<file path="src/rtl/act_backward_if.sv">
// act_backward_if: gradient-in / gradient-out stream bundle for the activation backward unit.
interface act_backward_if #(
    parameter int WIDTH = 8
);
    logic [1:0]              mode;
    logic signed [WIDTH-1:0] x;
    logic signed [WIDTH-1:0] grad;
    logic                    in_valid;
    logic                    in_ready;
    logic signed [WIDTH-1:0] gradOut;
    logic                    out_valid;
    logic                    out_ready;

    modport master (
        output mode, x, grad, in_valid, out_ready,
        input  in_ready, gradOut, out_valid
    );

    modport slave (
        input  mode, x, grad, in_valid, out_ready,
        output in_ready, gradOut, out_valid
    );
endinterface

</file>
<file path="src/rtl/act_backward.sv">
// act_backward: backward pass for relu/leaky/hardtanh (one-cycle gate) and sigmoid (two serial multiplies).
module act_backward #(
    parameter int WIDTH                = 8,
    parameter int DECIMAL_POINT        = 4,
    parameter int NEGATIVE_SLOPE_SHIFT = 5
) (
    input logic           iClk,
    input logic           iRst,
    act_backward_if.slave bus
);
    localparam int W2 = 2 * WIDTH;
    localparam int CW = $clog2(WIDTH + 1);
    localparam logic signed [WIDTH-1:0] ONE     = WIDTH'(1 <<< DECIMAL_POINT);
    localparam logic signed [WIDTH-1:0] ZERO    = '0;
    localparam logic signed [W2-1:0]    ONE_W   = W2'(1 <<< DECIMAL_POINT);
    localparam logic signed [W2-1:0]    SAT_MAX = W2'((1 << (WIDTH - 1)) - 1);
    localparam logic signed [W2-1:0]    SAT_MIN = ~SAT_MAX;

    typedef enum logic [1:0] {IDLE, MUL1, MUL2, DONE} state_t;

    state_t                  r_state, w_next;
    logic [CW-1:0]           r_cnt;
    logic signed [W2-1:0]    r_a, r_acc, w_pp, w_sum, w_x_ext;
    logic [WIDTH-1:0]        r_b;
    logic signed [WIDTH-1:0] r_grad, r_grad_out, w_simple, w_leaky, w_gate, w_d;
    logic                    w_accept, w_last, w_d_step;

    function automatic logic signed [WIDTH-1:0] sat(input logic signed [W2-1:0] v);
        return v > SAT_MAX ? SAT_MAX[WIDTH-1:0] : (v < SAT_MIN ? SAT_MIN[WIDTH-1:0] : v[WIDTH-1:0]);
    endfunction

    assign bus.in_ready  = iRst && (r_state == IDLE || (r_state == DONE && bus.out_ready));
    assign bus.out_valid = r_state == DONE;
    assign bus.gradOut   = r_grad_out;
    assign w_accept      = bus.in_valid && bus.in_ready;

    // Simple modes; signed-only operands keep the >>> arithmetic.
    assign w_leaky  = bus.grad >>> NEGATIVE_SLOPE_SHIFT;
    assign w_gate   = (bus.x >= -ONE && bus.x <= ONE) ? bus.grad : ZERO;
    assign w_simple = bus.mode == 2'd2 ? w_gate :
                      !bus.x[WIDTH-1] ? bus.grad :
                      bus.mode == 2'd1 ? w_leaky : ZERO;

    // Serial signed multiply over the multiplier bits; the MSB weighs negative.
    assign w_x_ext  = {{WIDTH{bus.x[WIDTH-1]}}, bus.x};
    assign w_last   = r_cnt == CW'(WIDTH - 1);
    assign w_d_step = r_state == MUL1 && r_cnt == CW'(WIDTH);
    assign w_pp     = r_b[0] ? (w_last ? -r_a : r_a) : '0;
    assign w_sum    = r_acc + w_pp;
    assign w_d      = sat(r_acc >>> DECIMAL_POINT);

    always_ff @(posedge iClk) begin
        r_state <= !iRst ? IDLE : w_next;
    end

    always_comb begin
        w_next = r_state;
        if (w_accept)
            w_next = bus.mode == 2'd3 ? MUL1 : DONE;
        else if (r_state == DONE)
            w_next = bus.out_ready ? IDLE : DONE;
        else if (r_state == MUL1)
            w_next = w_d_step ? MUL2 : MUL1;
        else if (r_state == MUL2)
            w_next = w_last ? DONE : MUL2;
    end

    // (One - s) is the multiplicand so it never needs more than the 2*WIDTH accumulator width.
    always_ff @(posedge iClk) begin
        if (!iRst) begin
            r_grad_out <= '0;
            r_acc      <= '0;
            r_a        <= '0;
            r_b        <= '0;
            r_cnt      <= '0;
            r_grad     <= '0;
        end else if (w_accept) begin
            if (bus.mode == 2'd3) begin
                r_a    <= ONE_W - w_x_ext;
                r_b    <= bus.x;
                r_grad <= bus.grad;
                r_acc  <= '0;
                r_cnt  <= '0;
            end else begin
                r_grad_out <= w_simple;
            end
        end else if (w_d_step) begin
            r_a   <= {{WIDTH{w_d[WIDTH-1]}}, w_d};
            r_b   <= r_grad;
            r_acc <= '0;
            r_cnt <= '0;
        end else if (r_state == MUL1 || r_state == MUL2) begin
            r_acc <= w_sum;
            r_a   <= r_a <<< 1;
            r_b   <= r_b >> 1;
            r_cnt <= r_cnt + 1'b1;
            if (r_state == MUL2 && w_last)
                r_grad_out <= sat(w_sum >>> DECIMAL_POINT);
        end
    end
endmodule

</file>
<file path="src/flat_wrapper.sv">
// flat-port wrapper written by rule: the top's interface ports become plain ports
module act_backward_flat 
#(
    parameter int WIDTH                = 8,
    parameter int DECIMAL_POINT        = 4,
    parameter int NEGATIVE_SLOPE_SHIFT = 5
)
  (iClk, iRst, bus_mode, bus_x, bus_grad, bus_in_valid, bus_out_ready, bus_in_ready, bus_gradOut, bus_out_valid);
  act_backward_if #(.WIDTH(WIDTH)) bus_i ();
  input logic iClk;
  input logic iRst;
  input wire logic [$bits(bus_i.mode)-1:0] bus_mode;
  input wire logic [$bits(bus_i.x)-1:0] bus_x;
  input wire logic [$bits(bus_i.grad)-1:0] bus_grad;
  input wire logic [$bits(bus_i.in_valid)-1:0] bus_in_valid;
  input wire logic [$bits(bus_i.out_ready)-1:0] bus_out_ready;
  output wire logic [$bits(bus_i.in_ready)-1:0] bus_in_ready;
  output wire logic [$bits(bus_i.gradOut)-1:0] bus_gradOut;
  output wire logic [$bits(bus_i.out_valid)-1:0] bus_out_valid;
  assign bus_i.mode = bus_mode;
  assign bus_i.x = bus_x;
  assign bus_i.grad = bus_grad;
  assign bus_i.in_valid = bus_in_valid;
  assign bus_i.out_ready = bus_out_ready;
  assign bus_in_ready = bus_i.in_ready;
  assign bus_gradOut = bus_i.gradOut;
  assign bus_out_valid = bus_i.out_valid;
  act_backward #(.WIDTH(WIDTH), .DECIMAL_POINT(DECIMAL_POINT), .NEGATIVE_SLOPE_SHIFT(NEGATIVE_SLOPE_SHIFT)) u_core (.iClk(iClk), .iRst(iRst), .bus(bus_i));
endmodule
</file>
<file path="config.mk">
export PLATFORM = sky130hd
export DESIGN_NAME = act_backward_flat
export DESIGN_NICKNAME = d
export VERILOG_FILES = /design/src/rtl/act_backward_if.sv /design/src/rtl/act_backward.sv /design/src/flat_wrapper.sv
export SDC_FILE = /design/constraint.sdc
export NUM_CORES = 1
export LEC_CHECK = 0
export ABC_AREA = 1
export CAP_MARGIN = 40
export CELL_PAD_IN_SITES_DETAIL_PLACEMENT = 1
export CELL_PAD_IN_SITES_GLOBAL_PLACEMENT = 2
export CORE_ASPECT_RATIO = 1.4
export CORE_MARGIN = 2
export CORE_UTILIZATION = 30
export DETAILED_ROUTE_END_ITERATION = 10
export DONT_BUFFER_PORTS = 1
export PLACE_DENSITY = 0.74
export SKIP_CTS_REPAIR_TIMING = 1
export SLEW_MARGIN = 20
export SYNTH_ARGS = -nofsm -noshare
export SYNTH_HDL_FRONTEND = slang
export SYNTH_SLANG_ARGS = --single-unit
</file>
<file path="constraint.sdc">
create_clock -name iClk -period 3.6 [get_ports iClk]
set_input_delay 0.18 -clock iClk [delete_from_list [all_inputs] [get_ports iClk]]
set_output_delay 0.18 -clock iClk [all_outputs]
set_load 0.005 [all_outputs]
</file>
Word level (Yosys, flattened, before mapping)
Index checks and enable logic that the tools add are counted.
{"block": "word_totals", "register_bits": 62, "input_bits": 22, "out_inout_bits": 10}
{"block": "op_classes", "addsub": 4, "magnitude_cmp": 6, "n_eq_ne": 11, "mux": 39, "reduce_logical": 16}
{"op": "$mux 16", "n": 10}
{"op": "$mux 8", "n": 17}
{"op": "$gt 12x8->1 const B", "n": 2}
{"op": "$lt 12x8->1 const B", "n": 2}
{"op": "$add 16x16->16", "n": 1}
{"op": "$mux 4", "n": 4}
{"op": "$neg 16->16", "n": 1}
{"op": "$mux 2", "n": 7}
{"op": "$sub 6x8->9 const A", "n": 1}
{"op": "$eq 2x2->1 const B", "n": 4}
{"op": "$ge 8x5->1 const B", "n": 1}
{"op": "$le 8x6->1 const B", "n": 1}
{"op": "$logic_and 1x1->1", "n": 6}
{"op": "$add 4x1->4 const B", "n": 1}
{"op": "$eq 2x1->1 const B", "n": 2}
{"op": "$eq 4x3->1 const B", "n": 1}
{"op": "$eq 4x4->1 const B", "n": 1}
{"op": "$ne 2x2->1 const B", "n": 2}
{"op": "$reduce_and 2->1", "n": 2}
{"op": "$reduce_and 4->1", "n": 1}
{"op": "$reduce_bool 2->1", "n": 2}
{"op": "$reduce_bool 4->1", "n": 1}
{"op": "$reduce_bool 3->1", "n": 1}
{"op": "$logic_not 2->1", "n": 1}
{"op": "3 further kinds", "n": 4}

Longest topological paths before layout
Gate-level depths: netlist (run 1).
{"block": "depth", "ltp_word": 11, "mapped_depth": 27, "ltp_nobuf": 27}

Worst setup path before layout (run 1)
Ideal clock, no wire load.
{"block": "synth_path", "kind": "register to register", "startpoint": "reg u_core.r_a[0]", "endpoint": "reg u_core.r_grad_out[0], in the netlist u_core.bus.gradOut[0]", "arrival_time_ns": 2.890, "required_time_ns": 3.481, "setup_slack_ns": 0.591, "stages_incl_launch_ff": 24, "path_buffers": 0, "synth_period_minus_slack_ns": 3.009, "path_cell_list": "dfxtp_1 > clkinv_1 > ha_1 > inv_1 > nor3_2 > nand3_1 > nor3_2 > nand3_1 > o31ai_1 > o21ai_0 > a21oi_1 > ha_1 > a21oi_1 > nand2_1 > a21oi_1 > nand3_1 > nand2_1 > inv_1 > nor2_1 > nand3_1 > nand2_2 > nand2_1 > nand2_1 > a21oi_1"}
{"block": "synth_via", "elab_chain_len": 11, "word_cells_on_any_way": 12, "classes_between": "add/sub (2); order compare (2); mux (8)"}
{"item": "from (decl)", "line": "act_backward.sv:23", "text": "logic signed [W2-1:0] r_a, r_acc, w_pp, w_sum, w_x_ext;"}
{"item": "from (signal assigned)", "line": "act_backward.sv:79", "text": "r_a <= ONE_W - w_x_ext;"}
{"item": "from (signal assigned)", "line": "act_backward.sv:88", "text": "r_a <= {{WIDTH{w_d[WIDTH-1]}}, w_d};"}
{"item": "from (signal assigned)", "line": "act_backward.sv:94", "text": "r_a <= r_a <<< 1;"}
{"item": "$neg 16->16", "line": "act_backward.sv:48", "text": "assign w_pp = r_b[0] ? (w_last ? -r_a : r_a) : '0;"}
{"item": "$mux 16 (*) (2 in series)", "line": "act_backward.sv:48"}
{"item": "$add 16x16->16 (*)", "line": "act_backward.sv:49", "text": "assign w_sum = r_acc + w_pp;"}
{"item": "$lt 12x8->1", "line": "act_backward.sv:29", "text": "return v > SAT_MAX ? SAT_MAX[WIDTH-1:0] : (v < SAT_MIN ? SAT_MIN[WIDTH-1:0] : v[WIDTH-1:0]);"}
{"item": "$mux 8", "line": "act_backward.sv:29"}
{"item": "$mux 8 (*)", "line": "act_backward.sv:29"}
{"item": "$mux 8 (*)", "line": "act_backward.sv:97", "text": "if (r_state == MUL2 && w_last)"}
{"item": "$mux 8 (*)", "line": "act_backward.sv:92", "text": "end else if (r_state == MUL1 || r_state == MUL2) begin"}
{"item": "$mux 8 (*)", "line": "act_backward.sv:87", "text": "end else if (w_d_step) begin"}
{"item": "$mux 8 (*)", "line": "act_backward.sv:77", "text": "end else if (w_accept) begin"}
{"item": "to (signal assigned)", "line": "act_backward.sv:85", "text": "r_grad_out <= w_simple;"}
{"item": "to (signal assigned)", "line": "act_backward.sv:98", "text": "r_grad_out <= sat(w_sum >>> DECIMAL_POINT);"}
{"item": "to (decl)", "line": "act_backward.sv:25", "text": "logic signed [WIDTH-1:0] r_grad, r_grad_out, w_simple, w_leaky, w_gate, w_d;"}
Every way passes the cells marked *; elsewhere a longest branch is shown, timed or not. The select of a mux whose other input is x is not followed.
A chain may end at the register's enable or synchronous reset.

Worst setup path in the final report (run 1)
{"block": "layout_path", "startpoint": "reg u_core.r_a[0]", "endpoint": "reg u_core.r_grad_out[2], in the netlist u_core.bus.gradOut[2]"}
Same word-level chain as after synthesis.

==> results of run 1 <==
-- Yosys cell counts (all sizes together) (2+ instances only) --
cell type  instances
o21a               3
buf               12
nor3              23
clkbuf             9
xnor2              5
dfxtp             62
nand2            163
nand3             30
o22ai              4
a31oi             10
nor2              48
a221oi            11
nand4              6
ha                23
o31ai              3
o211ai             2
o21ai             65
inv              101
a21oi             75
a41oi              4
xor2               6
-- registers in the layout (all words and copies together) (netlist names) --
| register | count |
|---|---|
| u_core.r_b | 8 |
| u_core.r_a | 16 |
| u_core.r_grad | 8 |
| u_core.bus.gradOut | 8 |
| u_core.r_cnt | 4 |
| u_core.r_acc | 16 |
| u_core.r_state | 2 |
-- per-layer routing --
metal  global-route usage  vias up  share of wire
met5                    0        -              0
met4               0.0730        0          0.026
met3               0.0413       22          0.024
met2                0.392       62           0.55
met1                0.228     2198           0.40
li1                     -     2279              -
-- how the worst min path moves through the flow --
stage | start | to | slack, ns
CTS | iRst | u_core.r_a[2] | -0.02
floorplan | iRst | u_core.r_state[1] | 0.33
global route | iRst | u_core.r_a[5] | 0.002
detailed placement | iRst | u_core.bus.gradOut[2] | 0.33
global placement | iRst | u_core.bus.gradOut[1] | 0.32
finish | iRst | u_core.r_a[11] | -0.01
-- metrics by stage --
step                setup WS, ns  TNS [ns]   util  area [um2]  total power, W
floorplan                  0.591         0      -        4390         0.00208
global placement          -0.143    -0.972  0.323        4640         0.00245
detailed placement        -0.270     -1.72  0.323        4640         0.00251
CTS                       -0.294     -1.91  0.345        4960         0.00347
global route              -0.155     -1.00  0.370        5320         0.00390
finish                     0.108         0  0.370        5320         0.00363
-- power groups by stage --
stage / logic, W / registers [W] / clock network, W
final: 0.00160 / 0.00108 / 0.000950
after global placement: 0.00139 / 0.00106 / 0
after detailed placement: 0.00144 / 0.00107 / 0
after floorplan: 0.00106 / 0.00102 / 0
after CTS: 0.00145 / 0.00106 / 0.000965
after global routing: 0.00179 / 0.00111 / 0.000999
-- cells by family after synthesis --
family	count (synthesis)	synth area share
and+or+nand+nor	273	0.268
adders and majority gates	24	0.0702
AOI/OAI and AO/OA	181	0.247
DFF	62	0.283
buffers and inverters	123	0.109
xor gates and xnor gates	11	0.0220
-- cell type report --
class | instances | area (um2)
fillers | 1813 | 9060
multi-input cells | 489 | 2890
flip-flops and latches | 62 | 1250
inverters | 102 | 389
clock buffers | 11 | 253
well taps | 189 | 236
repair buffers | 28 | 231
clock inverters | 4 | 70.1
repair inverters | 1 | 7.51
==> results_dict.tcl, run 1 <==
set metrics [dict create \
    hp-class "input pin to register" \
    ys_ff_latch 62 \
    finalHoldViolCount 7 \
    status "complete, but fails checks" \
    synth_cell_types 43 \
    cp_num_cells 24 \
    synth_top_cell_area_share 0.283 \
    syn_inst 674 \
    finClkSkew_ns 0.00744 \
    grt_pass1_wl_um 25200 \
    viasPerCell 5.15 \
    finalCriticalPeriod_ns 3.49 \
    die_y_um 147 \
    min_period_over_period 0.970 \
    clock.fmax_ghz 0.286 \
    grt_overflow_total 0 \
    final_cells 886 \
    ctsLongestPathBuffers 2 \
    n_antenna_cell 0 \
    grt_setup_unrepaired "yes" \
    drt_iter0_markers 162 \
    worstSetupStartpointType "register" \
    clock_power_share 0.261 \
    grt_max_degree 32 \
    p_per_area_nw_per_um2 683 \
    synth_edf_count 0 \
    switching_share 0.424 \
    r2r_end "u_core.bus.gradOut[2]" \
    reg2reg_setup_slack_ns 0.11 \
    netlist_area_um2 4390 \
    nets 739 \
    synth_ff_type "dfxtp_1" \
    dp_cells 857 \
    ioPinCount 32 \
    reg2reg_from "u_core.r_a[0]" \
    cap_violations 0 \
    switching_power_w 0.00154 \
    final_common_cell "nand2_1" \
    path_class "register to register" \
    slew_violations 0 \
    crit_path_frequent_cell "nand2_1" \
    port_buffers 0 \
    internal-power_w 0.00209 \
    routed_wl_um 16100 \
    route.detailed.drc 0 \
    clkLatencyLatePin_ns 0.34 \
    clock-root-buffer "clkbuf_16" \
    wl_per_cell_um 18.1 \
    htreeDepth 3 \
    r2r_cells 24 \
    grt_use_total 0.208 \
    yosysWarnings 0 \
    place_congestion 0.825 \
    numCtsBuffers 9 \
    path_buf_inv 3 \
    ant_nets 0 \
    area_growth_pct 21.3 \
    syn-num-nets 720 \
    path_clk_slew_ns 0.06 \
    crit_family "simple AND/OR/NAND/NOR gates" \
    antenna_found_initial 0 \
    grt_pass1_vias 4866 \
    fp.dieW_um 106 \
    cpMaxStageDelayCell "ha_1" \
    rows 52 \
    comb_power_share 0.440 \
    route.vias.total 4561 \
    cts_sinks 62 \
    holdWs_ns -0.0122 \
    critPathCaptureType "register" \
    path_cells "inv_4, ha_4, inv_2, nor3_4, nand3_2, nor3_4, nand3_2, o31ai_4, a21oi_1, ha_1, nand2_2, nor2_4, and3_4, nand2_2, nand2_1, nand2_1, nand2_2, inv_2, nor2_2, nand3_2, nand2_4, nand2_1, nand2_1, a21oi_1" \
    synthTopCellsByArea "dfxtp_1 (28%), nand2_1 (14%), a21oi_1 (8.3%), inv_1 (8.2%), ha_1 (6.6%)" \
    start_util 0.305 \
    die_area_um2 15600 \
    endpoint "u_core.bus.gradOut[2]" \
    dp_hpwl_um 12200 \
    mostFrequentLayoutCells "nand2_1 (139), inv_1 (90), a21oi_1 (65), dfxtp_1 (60), o21ai_0 (54)" \
    ys_async_sr_fraction 0 \
    ir_drop_mv 0.304 \
    p_seq_frac 0.299 \
    setup_violations 0 \
    relSlewSlack 0.591 \
    yosysSeqAreaShare 0.283 \
    cp_data_required_time_ns 3.80 \
    worstPathMaxFanout 7 \
    core_um2 14400 \
    cp.arrival_ns 3.69 \
    slowest_delay_ns 0.39 \
    syn_area_per_cell_um2 6.51 \
    cts_tree "done" \
    holdPathStages 2 \
    violations "hold timing" \
    yosys.area.top_type "dfxtp_1" \
    crit_start "u_core.r_a[0]" \
    tightestPinTransition_ns 0.613 \
    drive_above_1_share 0.181 \
    firstDrtPassIters 5 \
    p_leak_nw 2.29 \
]
No activity file was read; power rests on OpenSTA's default activity.
==> run 2: changes to the inputs <==
Settings changed: SETUP_SLACK_MARGIN set to 0.5.
==> run 2 against run 1 <==
Effect of this change: the run still ends with hold timing left; critical path depth increased by 4; sequential cell count unchanged; worst setup slack got worse by 0.015 ns; largest cell class unchanged.
==> results_dict.tcl, run 2 (synthesis gave the netlist of run 1 again) <==
set metrics [dict create \
    cp.arrival_ns 3.71 \
    critPathCaptureType "register" \
    r2r_end "u_core.bus.gradOut[0]" \
    grt_max_degree 32 \
    register_area_um2 1250 \
    n_antenna_cell 0 \
    p_per_area_nw_per_um2 663 \
    grt_pass1_vias 4866 \
    crit_path_frequent_cell "nand2_2" \
    path_clk_slew_ns 0.06 \
    cp_data_required_time_ns 3.81 \
    finalHoldViolCount 6 \
    clock-root-buffer "clkbuf_16" \
    wl_per_cell_um 18.3 \
    place_congestion 0.825 \
    area_growth_pct 28.3 \
    drt_iter0_markers 169 \
    tightestPinTransition_ns 0.605 \
    path_class "register to register" \
    relSlewSlack 0.597 \
    fp.dieW_um 106 \
    hold_path.startpoint "iRst" \
    grt_use_total 0.208 \
    setup_slack_ns 0.0926 \
    htreeDepth 3 \
    ant_nets 0 \
    gr-max-usage-layer "met2" \
    grt.met2_usage 0.392 \
    firstDrtPassIters 4 \
    power.total_w 0.00373 \
    hold_end "u_core.r_a[11]" \
    ioPinCount 32 \
    ir_drop_mv 0.308 \
    core_um2 14400 \
    reg2reg_from "u_core.r_a[0]" \
    multiInputGateArea_um2 3130 \
    holdPathStages 2 \
    reg2reg_setup_slack_ns 0.09 \
    die_y_um 147 \
    r2r_cells 28 \
    finClkSkew_ns 0.00889 \
    grt_overflow_total 0 \
    rows 52 \
    route.detailed.drc 0 \
    numCtsBuffers 9 \
    nets 746 \
    drive_above_1_share 0.251 \
    hp-class "input pin to register" \
    top_regs "u_core.r_a (16), u_core.r_acc (16)" \
    route.vias.total 4622 \
    cpMaxStageDelayCell "dfxtp_4" \
    gr-usage-met1 0.228 \
    status "complete, but fails checks" \
    clock.fmax_ghz 0.285 \
    worstPathMaxFanout 7 \
    routed_wl_um 16400 \
    cts_tree "done" \
    cts_sinks 62 \
    start_util 0.305 \
    final_common_cell "nand2_1" \
    mostFrequentLayoutCells "nand2_1 (131), inv_1 (88), a21oi_1 (59), dfxtp_1 (59), o21ai_0 (53)" \
    worstSetupStartpointType "register" \
    port_buffers 0 \
    violations "hold timing" \
    fill_cells 1808 \
    viasPerCell 5.18 \
    slew_violations 0 \
    clkLatencyLatePin_ns 0.34 \
    holdWs_ns -0.00887 \
    use_met3 0.0413 \
    min_period_over_period 0.974 \
    p_leak_nw 2.41 \
    cap_violations 0 \
    dp_hpwl_um 12200 \
    antenna_found_initial 0 \
    dp_slack_ns -0.270 \
    ctsLongestPathBuffers 2 \
    setup_violations 0 \
    grt_setup_unrepaired "yes" \
    grt_pass1_wl_um 25200 \
    die_area_um2 15600 \
    finalCriticalPeriod_ns 3.51 \
    slowest_delay_ns 0.36 \
]
## run 2: changes by cell type in the layout (fill, tap and decap cells not counted), moves of 5 or more
| cell | delta |
|---|---|
| buf_4 | +6 |
| nand2_1 | -8 |
| nor3_2 | +7 |
| nor3_1 | -7 |
| a21oi_1 | -6 |
| a21oi_2 | +5 |
## run 2: metrics by stage
stage                     instances  TNS (ns)  utilization  hold WS [ns]  instance area, um2
after floorplan                 674         0            -         0.328                4390
after global placement          857    -0.972        0.323         0.324                4640
after detailed placement        857     -1.72        0.323         0.329                4640
after CTS                       872     -1.91        0.345       -0.0217                4960
after global routing            893    -0.709        0.391       0.00199                5630
final                           893         0        0.391      -0.00887                5630
## run 2: where the power goes
group	switching [W]	internal, W
combinational	0.00109	0.000601
clock	0.000314	0.000637
sequential	0.000201	0.000889
total	0.00160	0.00213
## run 2: worst max-delay path: cells and delay by family, from the launching register on
kind	cells	cell delay (ns)
adders and majority gates	2	0.44
AOI/OAI and AO/OA	4	0.36
DFF	1	0.36
buffers and inverters	6	0.48
and+or+nand+nor	16	1.72
## run 2: final cells by class
class                   instances  area share
repair inverters                1     0.00133
inverters                     102      0.0696
clock buffers                  11      0.0449
clock inverters                 4      0.0125
flip-flops and latches         62       0.222
multi-input cells             489       0.557
repair buffers                 35      0.0511
well taps                     189      0.0420
## run 2: how the worst max path moves through the flow
stage	from	cells after the start	slack, ns	to
6_report	u_core.r_a[0]	28	0.09	u_core.bus.gradOut[0]
5_1_grt	u_core.r_a[0]	25	-0.13	u_core.bus.gradOut[0]
2_1_floorplan	u_core.r_a[0]	23	0.59	u_core.bus.gradOut[0]
3_3_place_gp	u_core.r_cnt[0]	21	-0.14	u_core.bus.gradOut[5]
3_5_place_dp	u_core.r_cnt[0]	21	-0.27	u_core.bus.gradOut[0]
4_1_cts	u_core.r_cnt[0]	21	-0.29	u_core.bus.gradOut[0]
## run 2: routing by layer
layer / share of wire / up-vias / wire (um)
met1: 0.40 / 2243 / 6530
met5: 0 / - / 0
met4: 0.028 / 0 / 466
met2: 0.55 / 63 / 9010
li1: - / 2290 / -
met3: 0.023 / 26 / 380
